**config.mk**
```make
export PLATFORM = sky130hd
export DESIGN_NAME = alu_logic_sched_flat
export DESIGN_NICKNAME = d
export VERILOG_FILES = /design/src/rtl/alu_logic_pkg.sv /design/src/rtl/alu_logic_sched_if.sv /design/src/rtl/alu_logic_unit.sv /design/src/rtl/alu_logic_sched.sv /design/src/flat_wrapper.sv
export SDC_FILE = /design/constraint.sdc
export NUM_CORES = 1
export LEC_CHECK = 0
export CAP_MARGIN = 20
export CORE_UTILIZATION = 41
export DETAILED_ROUTE_END_ITERATION = 12
export GPL_TIMING_DRIVEN = 0
export PLACE_DENSITY_LB_ADDON = 0.25
export SETUP_SLACK_MARGIN = 0.15
export SYNTH_ARGS = -nofsm -noshare
export SYNTH_HDL_FRONTEND = slang
export SYNTH_SLANG_ARGS = --single-unit
```
**constraint.sdc**
```tcl
create_clock -name clk -period 2.7 [get_ports clk]
set_input_delay 0.405 -clock clk [delete_from_list [all_inputs] [get_ports clk]]
set_output_delay 0.405 -clock clk [all_outputs]
set_load 0.005 [all_outputs]
```
**src/rtl/alu_logic_pkg.sv**
```systemverilog
// -----------------------------------------------------------------------------
// alu_logic_pkg
// Shared definitions for the logic-unit scheduler:
//   - opcode encodings for NOT/AND/OR/NEG
//   - FSM state encoding used by alu_logic_sched
// No ports; imported by the unit, the interface users and the top.
// -----------------------------------------------------------------------------
package alu_logic_pkg;

  localparam logic [1:0] OP_NOT = 2'b00;
  localparam logic [1:0] OP_AND = 2'b01;
  localparam logic [1:0] OP_OR  = 2'b10;
  localparam logic [1:0] OP_NEG = 2'b11;

  typedef enum logic [1:0] {
    S_IDLE = 2'd0,
    S_NEG2 = 2'd1,
    S_RESP = 2'd2
  } state_t;

endpackage

```
**src/rtl/alu_logic_sched_if.sv**
```systemverilog
// -----------------------------------------------------------------------------
// alu_logic_sched_if
// Bundles the two requester channels, the response channel and the busy flag.
//   req_valid[1:0]  requester i has an operation pending
//   req_ready[1:0]  scheduler accepts from requester i (one-hot or zero)
//   req_op0/1       opcode per requester
//   req_a0/1, b0/1  operands per requester
//   rsp_valid/ready result handshake
//   rsp_id          requester that issued the result
//   rsp_data        result value
//   busy            scheduler is not idle
// master: requester/consumer side.  slave: the scheduler.
// -----------------------------------------------------------------------------
interface alu_logic_sched_if #(
  parameter int WIDTH = 32
);

  logic [1:0]       req_valid;
  logic [1:0]       req_ready;
  logic [1:0]       req_op0;
  logic [1:0]       req_op1;
  logic [WIDTH-1:0] req_a0;
  logic [WIDTH-1:0] req_a1;
  logic [WIDTH-1:0] req_b0;
  logic [WIDTH-1:0] req_b1;
  logic             rsp_valid;
  logic             rsp_ready;
  logic             rsp_id;
  logic [WIDTH-1:0] rsp_data;
  logic             busy;

  modport master (
    output req_valid, req_op0, req_op1, req_a0, req_a1, req_b0, req_b1,
    output rsp_ready,
    input  req_ready, rsp_valid, rsp_id, rsp_data, busy
  );

  modport slave (
    input  req_valid, req_op0, req_op1, req_a0, req_a1, req_b0, req_b1,
    input  rsp_ready,
    output req_ready, rsp_valid, rsp_id, rsp_data, busy
  );

endinterface

```
**src/rtl/alu_logic_unit.sv**
```systemverilog
// -----------------------------------------------------------------------------
// alu_logic_unit
// Purely combinational WIDTH-bit bitwise unit.
//   i_op      opcode (OP_AND, OP_OR, anything else -> NOT of A)
//   i_a, i_b  operands
//   o_result  bitwise result
// The NEG operation reuses the NOT path; the +1 happens in the scheduler.
// -----------------------------------------------------------------------------
module alu_logic_unit
  import alu_logic_pkg::*;
#(
  parameter int WIDTH = 32
) (
  input  logic [1:0]       i_op,
  input  logic [WIDTH-1:0] i_a,
  input  logic [WIDTH-1:0] i_b,
  output logic [WIDTH-1:0] o_result
);

  always_comb begin
    o_result = ~i_a;
    case (i_op)
      OP_AND:  o_result = i_a & i_b;
      OP_OR:   o_result = i_a | i_b;
      default: o_result = ~i_a;
    endcase
  end

endmodule

```
**src/rtl/alu_logic_sched.sv**
```systemverilog
// -----------------------------------------------------------------------------
// alu_logic_sched
// Shares one alu_logic_unit between two requesters with round-robin
// arbitration, one operation in flight at a time, and a registered,
// id-tagged response under valid/ready backpressure. NEG is done in two
// cycles: NOT through the unit, then +1 on the result register.
//   clk    rising-edge clock
//   rst_n  asynchronous active-low reset
//   bus    alu_logic_sched_if.slave (request, response and busy signals)
// -----------------------------------------------------------------------------
module alu_logic_sched
  import alu_logic_pkg::*;
#(
  parameter int WIDTH = 32
) (
  input  logic               clk,
  input  logic               rst_n,
  alu_logic_sched_if.slave   bus
);

  state_t           r_state;
  state_t           w_nextState;
  logic             r_lastGrant;
  logic [WIDTH-1:0] r_rspData;
  logic             r_rspId;

  logic             w_grant;
  logic [1:0]       w_reqReady;
  logic             w_accept;
  logic [1:0]       w_selOp;
  logic [1:0]       w_unitOp;
  logic [WIDTH-1:0] w_selA;
  logic [WIDTH-1:0] w_selB;
  logic [WIDTH-1:0] w_unitResult;

  // Round-robin pick: a lone requester wins outright, a tie goes to the
  // requester that was not served last.
  always_comb begin
    w_grant = ~r_lastGrant;
    case (bus.req_valid)
      2'b01:   w_grant = 1'b0;
      2'b10:   w_grant = 1'b1;
      default: w_grant = ~r_lastGrant;
    endcase
  end

  assign w_selOp  = w_grant ? bus.req_op1 : bus.req_op0;
  assign w_selA   = w_grant ? bus.req_a1  : bus.req_a0;
  assign w_selB   = w_grant ? bus.req_b1  : bus.req_b0;
  assign w_unitOp = (w_selOp == OP_NEG) ? OP_NOT : w_selOp;

  alu_logic_unit #(.WIDTH(WIDTH)) u_unit (
    .i_op     (w_unitOp),
    .i_a      (w_selA),
    .i_b      (w_selB),
    .o_result (w_unitResult)
  );

  // State register.
  always_ff @(posedge clk or negedge rst_n) begin
    if (!rst_n) begin
      r_state <= S_IDLE;
    end else begin
      r_state <= w_nextState;
    end
  end

  // Next state and request-side ready. Ready is only offered in IDLE and is
  // held low during reset so nothing can be accepted while rst_n is low.
  always_comb begin
    w_nextState = r_state;
    w_reqReady  = 2'b00;
    case (r_state)
      S_IDLE: begin
        if (rst_n && bus.req_valid[w_grant]) begin
          w_reqReady[w_grant] = 1'b1;
          w_nextState = (w_selOp == OP_NEG) ? S_NEG2 : S_RESP;
        end
      end
      S_NEG2: begin
        w_nextState = S_RESP;
      end
      S_RESP: begin
        if (bus.rsp_ready) begin
          w_nextState = S_IDLE;
        end
      end
      default: begin
        w_nextState = S_IDLE;
      end
    endcase
  end

  assign w_accept = |w_reqReady;

  // Result, id and arbitration history. The NEG2 cycle completes the
  // two's-complement by incrementing the stored NOT result; the carry out
  // of the top bit is simply dropped.
  always_ff @(posedge clk or negedge rst_n) begin
    if (!rst_n) begin
      r_rspData   <= '0;
      r_rspId     <= 1'b0;
      r_lastGrant <= 1'b1;
    end else if (w_accept) begin
      r_rspData   <= w_unitResult;
      r_rspId     <= w_grant;
      r_lastGrant <= w_grant;
    end else if (r_state == S_NEG2) begin
      r_rspData   <= r_rspData + WIDTH'(1);
    end
  end

  assign bus.req_ready = w_reqReady;
  assign bus.rsp_valid = (r_state == S_RESP);
  assign bus.rsp_id    = r_rspId;
  assign bus.rsp_data  = r_rspData;
  assign bus.busy      = (r_state != S_IDLE);

endmodule

```
**src/flat_wrapper.sv**
```systemverilog
// flat-port wrapper written by rule: the top's interface ports become plain ports
module alu_logic_sched_flat import alu_logic_pkg::*;
#(
  parameter int WIDTH = 32
)
  (clk, rst_n, bus_req_valid, bus_req_op0, bus_req_op1, bus_req_a0, bus_req_a1, bus_req_b0, bus_req_b1, bus_rsp_ready, bus_req_ready, bus_rsp_valid, bus_rsp_id, bus_rsp_data, bus_busy);
  alu_logic_sched_if #(.WIDTH(WIDTH)) bus_i ();
  input  logic clk;
  input  logic rst_n;
  input wire logic [$bits(bus_i.req_valid)-1:0] bus_req_valid;
  input wire logic [$bits(bus_i.req_op0)-1:0] bus_req_op0;
  input wire logic [$bits(bus_i.req_op1)-1:0] bus_req_op1;
  input wire logic [$bits(bus_i.req_a0)-1:0] bus_req_a0;
  input wire logic [$bits(bus_i.req_a1)-1:0] bus_req_a1;
  input wire logic [$bits(bus_i.req_b0)-1:0] bus_req_b0;
  input wire logic [$bits(bus_i.req_b1)-1:0] bus_req_b1;
  input wire logic [$bits(bus_i.rsp_ready)-1:0] bus_rsp_ready;
  output wire logic [$bits(bus_i.req_ready)-1:0] bus_req_ready;
  output wire logic [$bits(bus_i.rsp_valid)-1:0] bus_rsp_valid;
  output wire logic [$bits(bus_i.rsp_id)-1:0] bus_rsp_id;
  output wire logic [$bits(bus_i.rsp_data)-1:0] bus_rsp_data;
  output wire logic [$bits(bus_i.busy)-1:0] bus_busy;
  assign bus_i.req_valid = bus_req_valid;
  assign bus_i.req_op0 = bus_req_op0;
  assign bus_i.req_op1 = bus_req_op1;
  assign bus_i.req_a0 = bus_req_a0;
  assign bus_i.req_a1 = bus_req_a1;
  assign bus_i.req_b0 = bus_req_b0;
  assign bus_i.req_b1 = bus_req_b1;
  assign bus_i.rsp_ready = bus_rsp_ready;
  assign bus_req_ready = bus_i.req_ready;
  assign bus_rsp_valid = bus_i.rsp_valid;
  assign bus_rsp_id = bus_i.rsp_id;
  assign bus_rsp_data = bus_i.rsp_data;
  assign bus_busy = bus_i.busy;
  alu_logic_sched #(.WIDTH(WIDTH)) u_core (.clk(clk), .rst_n(rst_n), .bus(bus_i));
endmodule
```
Word level (Yosys, flattened, before mapping)
Cells that the tools add are included.

Add/subtract/negate cells: 1. $lt $le $gt $ge: 2. Eq/ne operators: 9. Mux-type cells: 18. Bitwise logic cells: 4. Reductions and logical operators: 7.

Operator list (number): 2-to-1 mux 32 bit (4); case mux 32 bit (2 select lines) (1); adder 32 x 1 -> 32 bit, second input constant (1); bitwise AND 32 bit (1); inverter 32 bit (1); OR 32 bit (1); 2-to-1 mux 2 bit (7); == test 2 bit, second input constant (4); == test 2 x 1 -> 1 bit, second input constant (3); case mux 2 bit (3 select lines) (1); nonzero test 2 bit (2); 2-to-1 mux 1 bit (3); logical AND 1 bit (2); logical NOT 2 bit (1); less-than comparator 1 x 2 -> 1 bit, second input constant (1); inequality test 2 x 1 -> 1 bit, second input constant (1); inequality test 2 bit, second input constant (1); case mux 1 bit (2 select lines) (1); AND reduction 2 bit (1); OR reduction 2 bit (1); demux 1 bit (select 1 bit) (1); greater-or-equal comparator 1 bit, second input constant (1); inverter 1 bit (1).

Flip-flop bits (word level): 36. Bits of input ports: 137. Output and inout port bits: 37. Word-level logic and storage cells: 45.

Longest topological paths before layout
Depth after elaboration: 10. Gate-level depth with buffers: 17. Depth with buffers taken out: 12.

Hierarchy
A second synthesis with hierarchy kept.

Cells, all modules: 495. Area total of the unflattened synthesis: 4155.2 µm².

Modules (own cells, without submodules): alu_logic_sched (instances 1, cells an instance 349, area an instance 3042.9 µm²); alu_logic_unit (instances 1, cells an instance 146, area an instance 1112.3 µm²).

Least setup slack after synthesis
OpenSTA, ideal clock, no wires.

Kind: input -> register. Start: input port bus_req_valid[0]. End: register u_core.r_rspData[27], in the netlist u_core.bus.rsp_data[27]. Data arrival time: 3079 ps. Data required time: 2634 ps. Slack: -445 ps. Stages on the path: 15. Cell sequence: inv_1 -> ha_1 -> nand2b_1 -> clkbuf_1 -> nand2_1 -> buf_2 -> buf_2 -> mux2i_1 -> ha_1 -> clkbuf_1 -> o21a_1 -> a31oi_1 -> mux4_2 -> nor2_1 -> a221o_1.

Word-level cells in the longest chain between the ends: 10.

RTL lines: start: declaration (line flat_wrapper.sv:10) `input wire logic [$bits(bus_i.req_valid)-1:0] bus_req_valid;`; == test 2 bit or == test 2 x 1 -> 1 bit (tied branches) (line alu_logic_sched.sv:40) `case (bus.req_valid)`; case mux 1 bit (2 select lines) (line alu_logic_sched.sv:40); less-than comparator 1 x 2 -> 1 bit (implied by the code) or greater-or-equal comparator 1 bit (tied branches) (line alu_logic_sched.sv:76) `w_reqReady[w_grant] = 1'b1;`; logical AND 1 bit (implied by the code) (line alu_logic_sched.sv:76); 2-to-1 mux 1 bit (implied by the code) (line alu_logic_sched.sv:76); demux 1 bit (select 1 bit); 2-to-1 mux 2 bit (line alu_logic_sched.sv:75) `if (rst_n && bus.req_valid[w_grant]) begin`; 2-to-1 mux 2 bit (line alu_logic_sched.sv:73) `case (r_state)`; OR reduction 2 bit (line alu_logic_sched.sv:94) `assign w_accept = |w_reqReady;`; 2-to-1 mux 32 bit or nonzero test 2 bit (tied branches); end signal: assignment (line alu_logic_sched.sv:105) `r_rspData <= w_unitResult;`; end signal: assignment (line alu_logic_sched.sv:109) `r_rspData <= r_rspData + WIDTH'(1);`; end: declaration (line alu_logic_sched.sv:24) `logic [WIDTH-1:0] r_rspData;`.

Several ways; a longest one is shown, not always the timed one. The select of a mux whose other input is x is not followed. A chain may end at the register's enable or synchronous reset.

Final worst setup path
Start: register u_core.r_lastGrant. End: register u_core.r_rspData[27], in the netlist u_core.bus.rsp_data[27].

Word-level cells in the longest chain between the ends: 10.

RTL lines: start: declaration (line alu_logic_sched.sv:23) `logic r_lastGrant;`; start signal: assignment (line alu_logic_sched.sv:107) `r_lastGrant <= w_grant;`; inverter 1 bit * (line alu_logic_sched.sv:43) `default: w_grant = ~r_lastGrant;`; case mux 1 bit (2 select lines) * (line alu_logic_sched.sv:40); less-than comparator 1 x 2 -> 1 bit (implied by the code) or greater-or-equal comparator 1 bit (tied branches) (line alu_logic_sched.sv:76); logical AND 1 bit (implied by the code) (line alu_logic_sched.sv:76); 2-to-1 mux 1 bit (implied by the code) (line alu_logic_sched.sv:76); demux 1 bit (select 1 bit); 2-to-1 mux 2 bit (line alu_logic_sched.sv:75); 2-to-1 mux 2 bit (line alu_logic_sched.sv:73); OR reduction 2 bit (line alu_logic_sched.sv:94); 2-to-1 mux 32 bit or nonzero test 2 bit (tied branches).

Mark *: on every way between the ends. The rest lies on a longest branch, timed or not. The select of a mux whose other input is x is not followed.

==> metrics <==
number of remaining DRC errors=0; PnR worst setup slack=0.0950 ns; die height=105 um; Via density=6.44; final wirelength=20,500 um; final setup fails=0; fin util=0.683; top cell type's share of synthesized area=0.202; DR pass1 iterations=6; Nets=948; Die X=105 um; startpoint types=register; non-filler cells, final=942; Max Root-Sink Buffers=2; Slew @ Worst Pin=0.768 ns; htree depth=2; die area=11,000 um^2; register area share after synthesis=0.208; Post-synth EDFFs=0; Core Box Area=10,300 um^2; status=finished, final reports clean; critical path class=register to register; grt ovf=0; DP Worst Slack=-1.36 ns; number of vias in the routed layout=6,065; RePlAce Congestion=0.909; Power Density=681 nW/um^2; TritonCTS clock tree=done; fin crit period=2.60 ns; clk sinks=36; VDD IR-drop max=0.384 mV; Synth Cell Area=4340 um^2; Worst setup EP type=register; Routed Antenna Nets=0; layout cell share with drive strength beyond 1=0.139; IO Port Bufs=173; Post-synth ARST share=1.00; Worst slew margin=0.486; diode count=0; P_leak=2.70 nW; initial DRC count=774; worst hold path class=input port to async pin; area growth from synthesis to layout=61.6%; fmax=0.384 GHz; Ports=174; Synthesized Nets=745; number of global-route vias before repair=6,018; Rows=37; root buffer cell=clkbuf_8; register bit total from synthesis=36; Most used DFF post-synth=dfrtp_1; synth unique cells=54; CP peak stage delay=0.58 ns; synth warn=0; first-pass GRT wire length=31,700 um; clk_skew=0.0149 ns; final worst-path cycle share=0.965; Arrival @ worst endpoint=2.85 ns; initial core utilization=0.423; antenna violations before repair=0; count of pins over their slew limit=0; RSZ-0062 raised after global routing=true; maxcap violations=0; top cells by area, synth=dfrtp_1 20%, mux2i_1 12%, o21ai_0 8.5%; CTS buffer count=5; largest net degree at the start of global routing=29; largest area contributor in the netlist=dfrtp_1; Final Hold Vio Count=0; crit path cell chain=nand2b_4, buf_8, nand2_8, buf_12, buf_12, mux2i_4, ha_2, buf_8, o21a_1, a31oi_1, mux4_2, nor2_2, a221o_1; dpl hpwl=14,900 um; Reg2Reg Setup Slack=0.1 ns; Cells after Synth=602; Worst Path Required=2.94 ns; per-cell routed wire length=21.8 um; Worst-Skew Late Latency=0.31 ns; Total Routing Usage GR=0.368; CTS clk-pin slew, worst paths=0.09 ns; Crit Path Max Fanout=7; CP max stage cell=dfstp_2; Mean Syn Cell Area=7.22 um^2; placed cells=911
sequential cells by signal, indices dropped and copies added, names as in the netlist:
name / flops
u_core.bus.rsp_id: 1
u_core.r_state: 2
u_core.bus.rsp_data: 32
u_core.r_lastGrant: 1
area by class of cell:
type                            instances  area (um^2)
Fill cell                             887         3260
Inverter                                8         45.0
Tap cell                              136          170
Sequential cell                        36          905
Clock inverter                          3         42.5
Multi-Input combinational cell        512         3470
Clock buffer                            5         68.8
Buffer                                 45          359
Timing Repair Buffer                  197         1960
report_power, final:
group	switching (W)	internal (W)	leakage (nW)
clock network	0.000235	0.000274	0.0541
logic	0.00165	0.00152	2.26
registers	0.000353	0.000753	0.383
total	0.00224	0.00254	2.70
metal layers:
metal,track usage,wire [um],up-vias
met2,0.614,9570,401
met1,0.497,8480,2881
li1,-,-,2725
met5,0,0,-
met3,0.0430,2000,58
met4,0.112,438,0
metrics by stage:
step           hold WS, ns  TNS (ns)  power, W  area, um^2
6_report            0.0494         0   0.00478        7020
3_3_place_gp         0.459    -54.65   0.00379        6380
3_5_place_dp         0.467    -39.87   0.00383        6380
4_1_cts             0.0469         0   0.00459        6870
5_1_grt             0.0461         0   0.00505        7020
2_1_floorplan        0.109         0   0.00253        4480
what timing repair did:
| action | 4_1_cts | 5_1_grt |
|---|---|---|
| hold endpoints to repair | 1 | 0 |
| gates resized for setup | 67 | 37 |
| pin swaps | 11 | 13 |
| setup endpoints to repair | 36 | 32 |
| hold buffers | 4 | 0 |
| gates cloned | 1 | 0 |
| buffers inserted | 12 | 7 |
path summary, 6_finish.rpt:
| check | start | end | cells after the start |
|---|---|---|---|
| hold / removal | rst_n | u_core.r_lastGrant | 1 |
| min in group clk | u_core.bus.rsp_id | u_core.bus.rsp_id | 1 |
| setup reg to reg | u_core.r_lastGrant | u_core.bus.rsp_data[27] | 13 |
| hold reg to reg | u_core.bus.rsp_id | u_core.bus.rsp_id | 1 |
| max in group asynchronous | rst_n | u_core.bus.rsp_data[21] | 2 |
| setup / recovery | u_core.r_lastGrant | u_core.bus.rsp_data[27] | 13 |
cell families after synthesis:
| family | Yosys count | share of synthesized area |
|---|---|---|
| simple gates | 253 | 0.286 |
| compound gates | 198 | 0.310 |
| mux | 55 | 0.130 |
| buf+inv | 54 | 0.0495 |
| flops | 36 | 0.208 |
| fa+ha+maj | 6 | 0.0173 |
cell usage in the layout (no fill, tap or decap), types with 5 or more instances in the layout:
master	instances
clkdlybuf4s50_1	169
nand2_1	75
o21ai_0	65
nor2_1	57
mux2i_1	53
dfrtp_1	33
nand3_1	28
nand4_1	28
buf_4	20
clkbuf_1	15
o211ai_1	15
o311a_1	13
a21boi_0	12
a31oi_1	12
a21oi_1	11
a221oi_1	11
clkbuf_8	10
buf_2	10
nor4_1	8
o21bai_1	8
a32oi_1	8
nor3_1	7
nor2b_1	6
clkbuf_2	6
or4_1	6
a21o_1	6
and3_1	6
or3_1	6
buf_12	5
o21ai_1	5
a221oi_2	5
Yosys cell counts (all sizes together) (4+ instances only):
| library cell | n |
|---|---|
| ha | 6 |
| nor3 | 7 |
| nor2b | 8 |
| nand3 | 31 |
| o311a | 13 |
| o2111ai | 4 |
| dfrtp | 35 |
| and3 | 7 |
| a32oi | 8 |
| buf | 11 |
| a21oi | 11 |
| mux2i | 54 |
| nor2 | 61 |
| inv | 8 |
| a21boi | 12 |
| o211ai | 15 |
| o21bai | 8 |
| nand4 | 28 |
| o21ai | 74 |
| a21o | 6 |
| nor4 | 9 |
| clkbuf | 35 |
| nand2 | 77 |
| a221oi | 16 |
| or3 | 6 |
| nand2b | 4 |
| o311ai | 5 |
| or4 | 7 |
| a31oi | 12 |
worst max-delay path: cells and delay by family (launching register included):
kind | cells | cell delay [ns]
DFF | 1 | 0.58
AOI/OAI and AO/OA | 3 | 0.28
and+or+nand+nor | 3 | 0.22
adders and majority gates | 1 | 0.21
muxes | 2 | 0.78
buffers and inverters | 4 | 0.45
(Power assumes the default switching activity.)
